<file path="config.mk">
export PLATFORM = sky130hd
export DESIGN_NAME = axi_sram_ctrl
export DESIGN_NICKNAME = d
export VERILOG_FILES = /design/src/rtl/axi_sram_ctrl_pkg.sv /design/src/rtl/axi_sram_ctrl_arb.sv /design/src/rtl/axi_sram_ctrl.sv
export SDC_FILE = /design/constraint.sdc
export NUM_CORES = 1
export LEC_CHECK = 0
export ABC_AREA = 0
export CAP_MARGIN = 20
export CORE_UTILIZATION = 32
export DETAILED_ROUTE_END_ITERATION = 12
export GPL_TIMING_DRIVEN = 0
export PLACE_DENSITY = 0.73
export SKIP_CTS_REPAIR_TIMING = 1
export SLEW_MARGIN = 20
export SYNTH_ARGS = -nofsm -noshare
export SYNTH_HDL_FRONTEND = slang
export SYNTH_SLANG_ARGS = --single-unit
export TNS_END_PERCENT = 10
</file>
<file path="constraint.sdc">
create_clock -name clk_i -period 2.5 [get_ports clk_i]
set_clock_uncertainty 0.15 [all_clocks]
set_input_delay 0.375 -clock clk_i [delete_from_list [all_inputs] [get_ports clk_i]]
set_output_delay 0.375 -clock clk_i [all_outputs]
set_load 0.02 [all_outputs]
</file>
<file path="src/rtl/axi_sram_ctrl_pkg.sv">
// Shared SoC definitions for the AXI4-Lite SRAM controller: sizing defaults, responses, FSM states.
// The ZERO state exists only when AXI_SRAM_CTRL_ZEROIZE_EN is defined.
package axi_sram_ctrl_pkg;

   localparam int unsigned SRAM_DEPTH  = 4096;
   localparam int unsigned AXI_DATA_BW = 32;

   localparam logic [1:0] RESP_OKAY   = 2'b00;
   localparam logic [1:0] RESP_SLVERR = 2'b10;

   typedef enum logic [2:0] {
      IDLE,
`ifdef AXI_SRAM_CTRL_ZEROIZE_EN
      ZERO,
`endif
      RD_REQ,
      RD_WAIT,
      RD_RESP,
      WR_REQ,
      WR_RESP
   } state_t;

endpackage

</file>
<file path="src/rtl/axi_sram_ctrl_arb.sv">
// Two-requester arbiter: a lone request always wins; on a conflict the favoured side
// wins and the preference flips. Write is favoured after reset.
module axi_sram_ctrl_arb (
   input  logic clk,
   input  logic rst,
   input  logic en,
   input  logic wr_req,
   input  logic rd_req,
   output logic wr_gnt,
   output logic rd_gnt
);

   logic prio_wr;

   always_comb begin
      wr_gnt = 1'b0;
      rd_gnt = 1'b0;
      if (en) begin
         if (wr_req && rd_req) begin
            wr_gnt = prio_wr;
            rd_gnt = !prio_wr;
         end else begin
            wr_gnt = wr_req;
            rd_gnt = rd_req;
         end
      end
   end

   always_ff @(posedge clk or posedge rst) begin
      if (rst)
         prio_wr <= 1'b1;
      else if (en && wr_req && rd_req)
         prio_wr <= !prio_wr;
   end

endmodule

</file>
<file path="src/rtl/axi_sram_ctrl.sv">
// AXI4-Lite slave mapping single-beat transfers onto a one-cycle-latency SRAM port.
// Define AXI_SRAM_CTRL_ZEROIZE_EN to clear the whole SRAM after every reset (busy_o high meanwhile).
module axi_sram_ctrl
   import axi_sram_ctrl_pkg::*;
#(
   parameter  int unsigned AXI_ADDR_BW_p = 15,
   parameter  int unsigned AXI_DATA_BW_p = AXI_DATA_BW,
   parameter  int unsigned SRAM_DEPTH_p  = SRAM_DEPTH,
   localparam int unsigned AW            = $clog2(SRAM_DEPTH_p),
   localparam int unsigned BW            = AXI_DATA_BW_p / 8
) (
   input  logic                     clk_i,
   input  logic                     rst_i,
   input  logic                     awvalid,
   output logic                     awready,
   input  logic [AXI_ADDR_BW_p-1:0] awaddr,
   input  logic                     wvalid,
   output logic                     wready,
   input  logic [AXI_DATA_BW_p-1:0] wdata,
   input  logic [BW-1:0]            wstrb,
   output logic                     bvalid,
   input  logic                     bready,
   output logic [1:0]               bresp,
   input  logic                     arvalid,
   output logic                     arready,
   input  logic [AXI_ADDR_BW_p-1:0] araddr,
   output logic                     rvalid,
   input  logic                     rready,
   output logic [AXI_DATA_BW_p-1:0] rdata,
   output logic [1:0]               rresp,
   output logic                     sram_req_o,
   output logic                     sram_we_o,
   output logic [AW-1:0]            sram_addr_o,
   output logic [AXI_DATA_BW_p-1:0] sram_wdata_o,
   output logic [BW-1:0]            sram_be_o,
   input  logic [AXI_DATA_BW_p-1:0] sram_rdata_i,
   output logic                     busy_o
);

   state_t                   state;
   logic [AW-1:0]            addr_q;
   logic [AXI_DATA_BW_p-1:0] wdata_q;
   logic [BW-1:0]            be_q;
   logic                     idle;
   logic                     wr_gnt;
   logic                     rd_gnt;
   logic                     zero_active;

   // Readies are combinational grants; gating with rst_i keeps them low during reset.
   assign idle = (state == IDLE) && !rst_i;

   axi_sram_ctrl_arb u_arb (
      .clk    (clk_i),
      .rst    (rst_i),
      .en     (idle),
      .wr_req (awvalid && wvalid),
      .rd_req (arvalid),
      .wr_gnt (wr_gnt),
      .rd_gnt (rd_gnt)
   );

   assign awready = wr_gnt;
   assign wready  = wr_gnt;
   assign arready = rd_gnt;
   assign bresp   = RESP_OKAY;
   assign rresp   = RESP_OKAY;

`ifdef AXI_SRAM_CTRL_ZEROIZE_EN
   localparam state_t        RST_STATE = ZERO;
   localparam logic [AW-1:0] LAST_IDX  = AW'(SRAM_DEPTH_p - 1);
   logic [AW-1:0] zero_idx;

   assign zero_active  = (state == ZERO) && !rst_i;
   assign sram_addr_o  = zero_active ? zero_idx : addr_q;
   assign sram_wdata_o = zero_active ? '0 : wdata_q;
   assign sram_be_o    = zero_active ? '1 : be_q;
`else
   localparam state_t RST_STATE = IDLE;

   assign zero_active  = 1'b0;
   assign sram_addr_o  = addr_q;
   assign sram_wdata_o = wdata_q;
   assign sram_be_o    = be_q;
`endif

   assign busy_o     = zero_active;
   assign sram_req_o = zero_active || (state == RD_REQ) || (state == WR_REQ);
   assign sram_we_o  = zero_active || (state == WR_REQ);

   always_ff @(posedge clk_i or posedge rst_i) begin
      if (rst_i) begin
         state   <= RST_STATE;
         addr_q  <= '0;
         wdata_q <= '0;
         be_q    <= '0;
         rdata   <= '0;
         rvalid  <= 1'b0;
         bvalid  <= 1'b0;
`ifdef AXI_SRAM_CTRL_ZEROIZE_EN
         zero_idx <= '0;
`endif
      end else begin
         case (state)
            IDLE: begin
               if (wr_gnt) begin
                  addr_q  <= awaddr[AW+1:2];
                  wdata_q <= wdata;
                  be_q    <= wstrb;
                  state   <= WR_REQ;
               end else if (rd_gnt) begin
                  addr_q <= araddr[AW+1:2];
                  state  <= RD_REQ;
               end
            end
`ifdef AXI_SRAM_CTRL_ZEROIZE_EN
            ZERO: begin
               if (zero_idx == LAST_IDX) begin
                  zero_idx <= '0;
                  state    <= IDLE;
               end else begin
                  zero_idx <= zero_idx + 1'b1;
               end
            end
`endif
            RD_REQ:  state <= RD_WAIT;
            RD_WAIT: begin
               rdata  <= sram_rdata_i;
               rvalid <= 1'b1;
               state  <= RD_RESP;
            end
            RD_RESP: begin
               if (rready) begin
                  rvalid <= 1'b0;
                  state  <= IDLE;
               end
            end
            WR_REQ: begin
               bvalid <= 1'b1;
               state  <= WR_RESP;
            end
            WR_RESP: begin
               if (bready) begin
                  bvalid <= 1'b0;
                  state  <= IDLE;
               end
            end
            default: state <= IDLE;
         endcase
      end
   end

endmodule

</file>
==> results.toml <==
[yosys]
ys_warn_count = 0
yosysMostFrequentCell = "dfrtp_1"
synth_edf_count = 0
synth_seq_cells = 86
ys_seq_area_share_pct = 60.9
netlist_top_cells_area = "dfrtp_1 (60%), mux2_2 (15%), mux2_1 (6.4%)"
ys_types = 27
synth_area_per_cell_um2 = 13.8
synth_top_area_share_pct = 60.2
synth_flop_cell = "dfrtp_1"
netlist_area_um2 = 3540
synth_top_cell_by_area = "dfrtp_1"
yosys-top-cells-count = "dfrtp_1 (85), mux2_2 (48), mux2_1 (20)"
synthCells = 257
synthArstFlopShare_pct = 100

[sta]
tns_ns = 0
maxSlewHeadroom_pct = 65.3
min_period_over_period_pct = 97.0
max_freq_ghz = 0.412
drv_slew = 0
setup_viol = 0
hold_violations = 0
fin_ws_ns = 0.0741
period_needed_ns = 2.43
holdWs_ns = 0.332
worst_pin_slew_ns = 0.520

[cts]
cts_max_level = 3
clk_pin_slew_ns = 0.08
insertion_delay_ns = 0.34
cts_tree = "yes"
cts_root_buffer = "clkbuf_8"
numCtsBuffers = 9
clockBufferDepth = 2
cts.sinks = 86

[min_path]
min_from = "rvalid"
whs_path_depth = 1
hold_path.class = "reg2reg"

[critical_path]
start_kind = "register"
endpoint_kind = "primary output"
required_ns = 1.98
cp_max_fo = 10
r2r-start = "state[1]"
cp-startpoint = "state[1]"
critPathKind = "reg2out"
ff2ff_path_depth = 7
critPathArrivalTime_ns = 1.90

[floorplan]
core_um2 = 10800
die_x_um = 107
pin_count = 197
dieArea_um2 = 11500
num_rows = 38
die_height_um = 107
initial_core_util_pct = 32.8

[finish]
area_growth_pct = 68.1
final_area_um2 = 5940
fin_nets = 573
drive_above_1_share_pct = 20.7
final_cells = 613
n_antenna_cell = 0
fin_util_pct = 55.1
nFillCells = 951

[global_routing]
track_usage_pct = 15.2
grt_pass1_wl_um = 13700
antenna_found_initial = 0
grt_max_degree = 35
gr-total-overflow = 0
first_global_vias = 2890

[placement]
placed_area_um2 = 5620
dp_cells = 588
gp_congestion = 0.751
hpwl_um = 6650
pre_cts_slack_ns = -0.571
port_buffers = 185

[route]
wl_per_cell_um = 14.3
wl_um = 8750
dr.pass1.iters = 6
num_vias = 2824
post-route-drc-count = 0
drtAntennaViolNets = 0
drtIter0Drc = 80
routed_via_density = 4.61

[status]
outcome = "complete, no violations"

[run]
drv_cap = 0

[power_and_ir_drop]
ir_drop_mv = 0.547
power_mw = 7.23
cellPowerDensity_nw_per_um2 = 1220
total_leakage_power_nw = 2.54
routing by layer:
metal  GRT usage [%]  routed length [µm]  up-vias
met5               0                   0        -
met4            3.52                  16        0
met3            4.26                 557        2
met2            26.9                4580      105
met1            18.3                3590     1390
li1                -                   -     1327
report_power, final:
group / switching (mW) / internal (mW) / total [mW]
clock: 0.490 / 0.694 / 1.18
sequential: 0.335 / 2.09 / 2.42
combinational: 1.68 / 1.95 / 3.62
total: 2.50 / 4.73 / 7.23
critical path: stages (launching register included):
cell     delay (ns)
dfrtp_1        0.36
buf_2          0.17
nor4_4         0.40
buf_4          0.19
buf_6          0.13
and3_1         0.16
buf_4          0.14
path summary, 6_finish.rpt:
| path | to | slack (ns) |
|---|---|---|
| setup / recovery | arready | 0.07 |
| hold reg to reg | rvalid | 0.33 |
| hold / removal | rvalid | 0.33 |
| setup reg to reg | sram_wdata_o[17] | 0.17 |
| min in group asynchronous | sram_addr_o[2] | 0.35 |
| max in group asynchronous | sram_wdata_o[1] | 1.32 |
cells in the final DEF (no fill, tap or decap), drive strengths merged, types with 5 or more instances in the layout:
| cell type | synthesis | final |
|---|---|---|
| a21oi | 13 | 13 |
| a31oi | 13 | 13 |
| buf | 16 | 29 |
| clkbuf | 7 | 18 |
| clkdlybuf4s50 | 0 | 182 |
| conb | 1 | 5 |
| dfrtp | 85 | 85 |
| mux2 | 68 | 68 |
| nand3 | 14 | 14 |
| o21ai | 13 | 13 |
area by class of cell:
class,count,area (µm²),area share [%]
well taps,140,175,2.95
clock inverters,5,106,1.79
clock buffers,11,141,2.38
multi-input cells,151,1250,21.0
flip-flops and latches,86,2150,36.2
repair buffers,197,1960,33.0
inverters,1,7.51,0.126
plain buffers,22,149,2.50
cell families after synthesis:
logic type | after synthesis | share of synthesized area [%]
flops | 86 | 60.9
mux | 68 | 21.7
compound gates | 43 | 6.83
simple gates | 33 | 5.70
buf+inv | 24 | 4.32
xor+xnor | 2 | 0.495
other cells | 1 | 0.106
state kept, by name, indices dropped and copies added (netlist names):
name           count
sram_wdata_o      32
sram_addr_o       12
sram_be_o          4
u_arb.prio_wr      1
rvalid             1
state              3
bvalid             1
rdata             32
(Power assumes the default switching activity.)
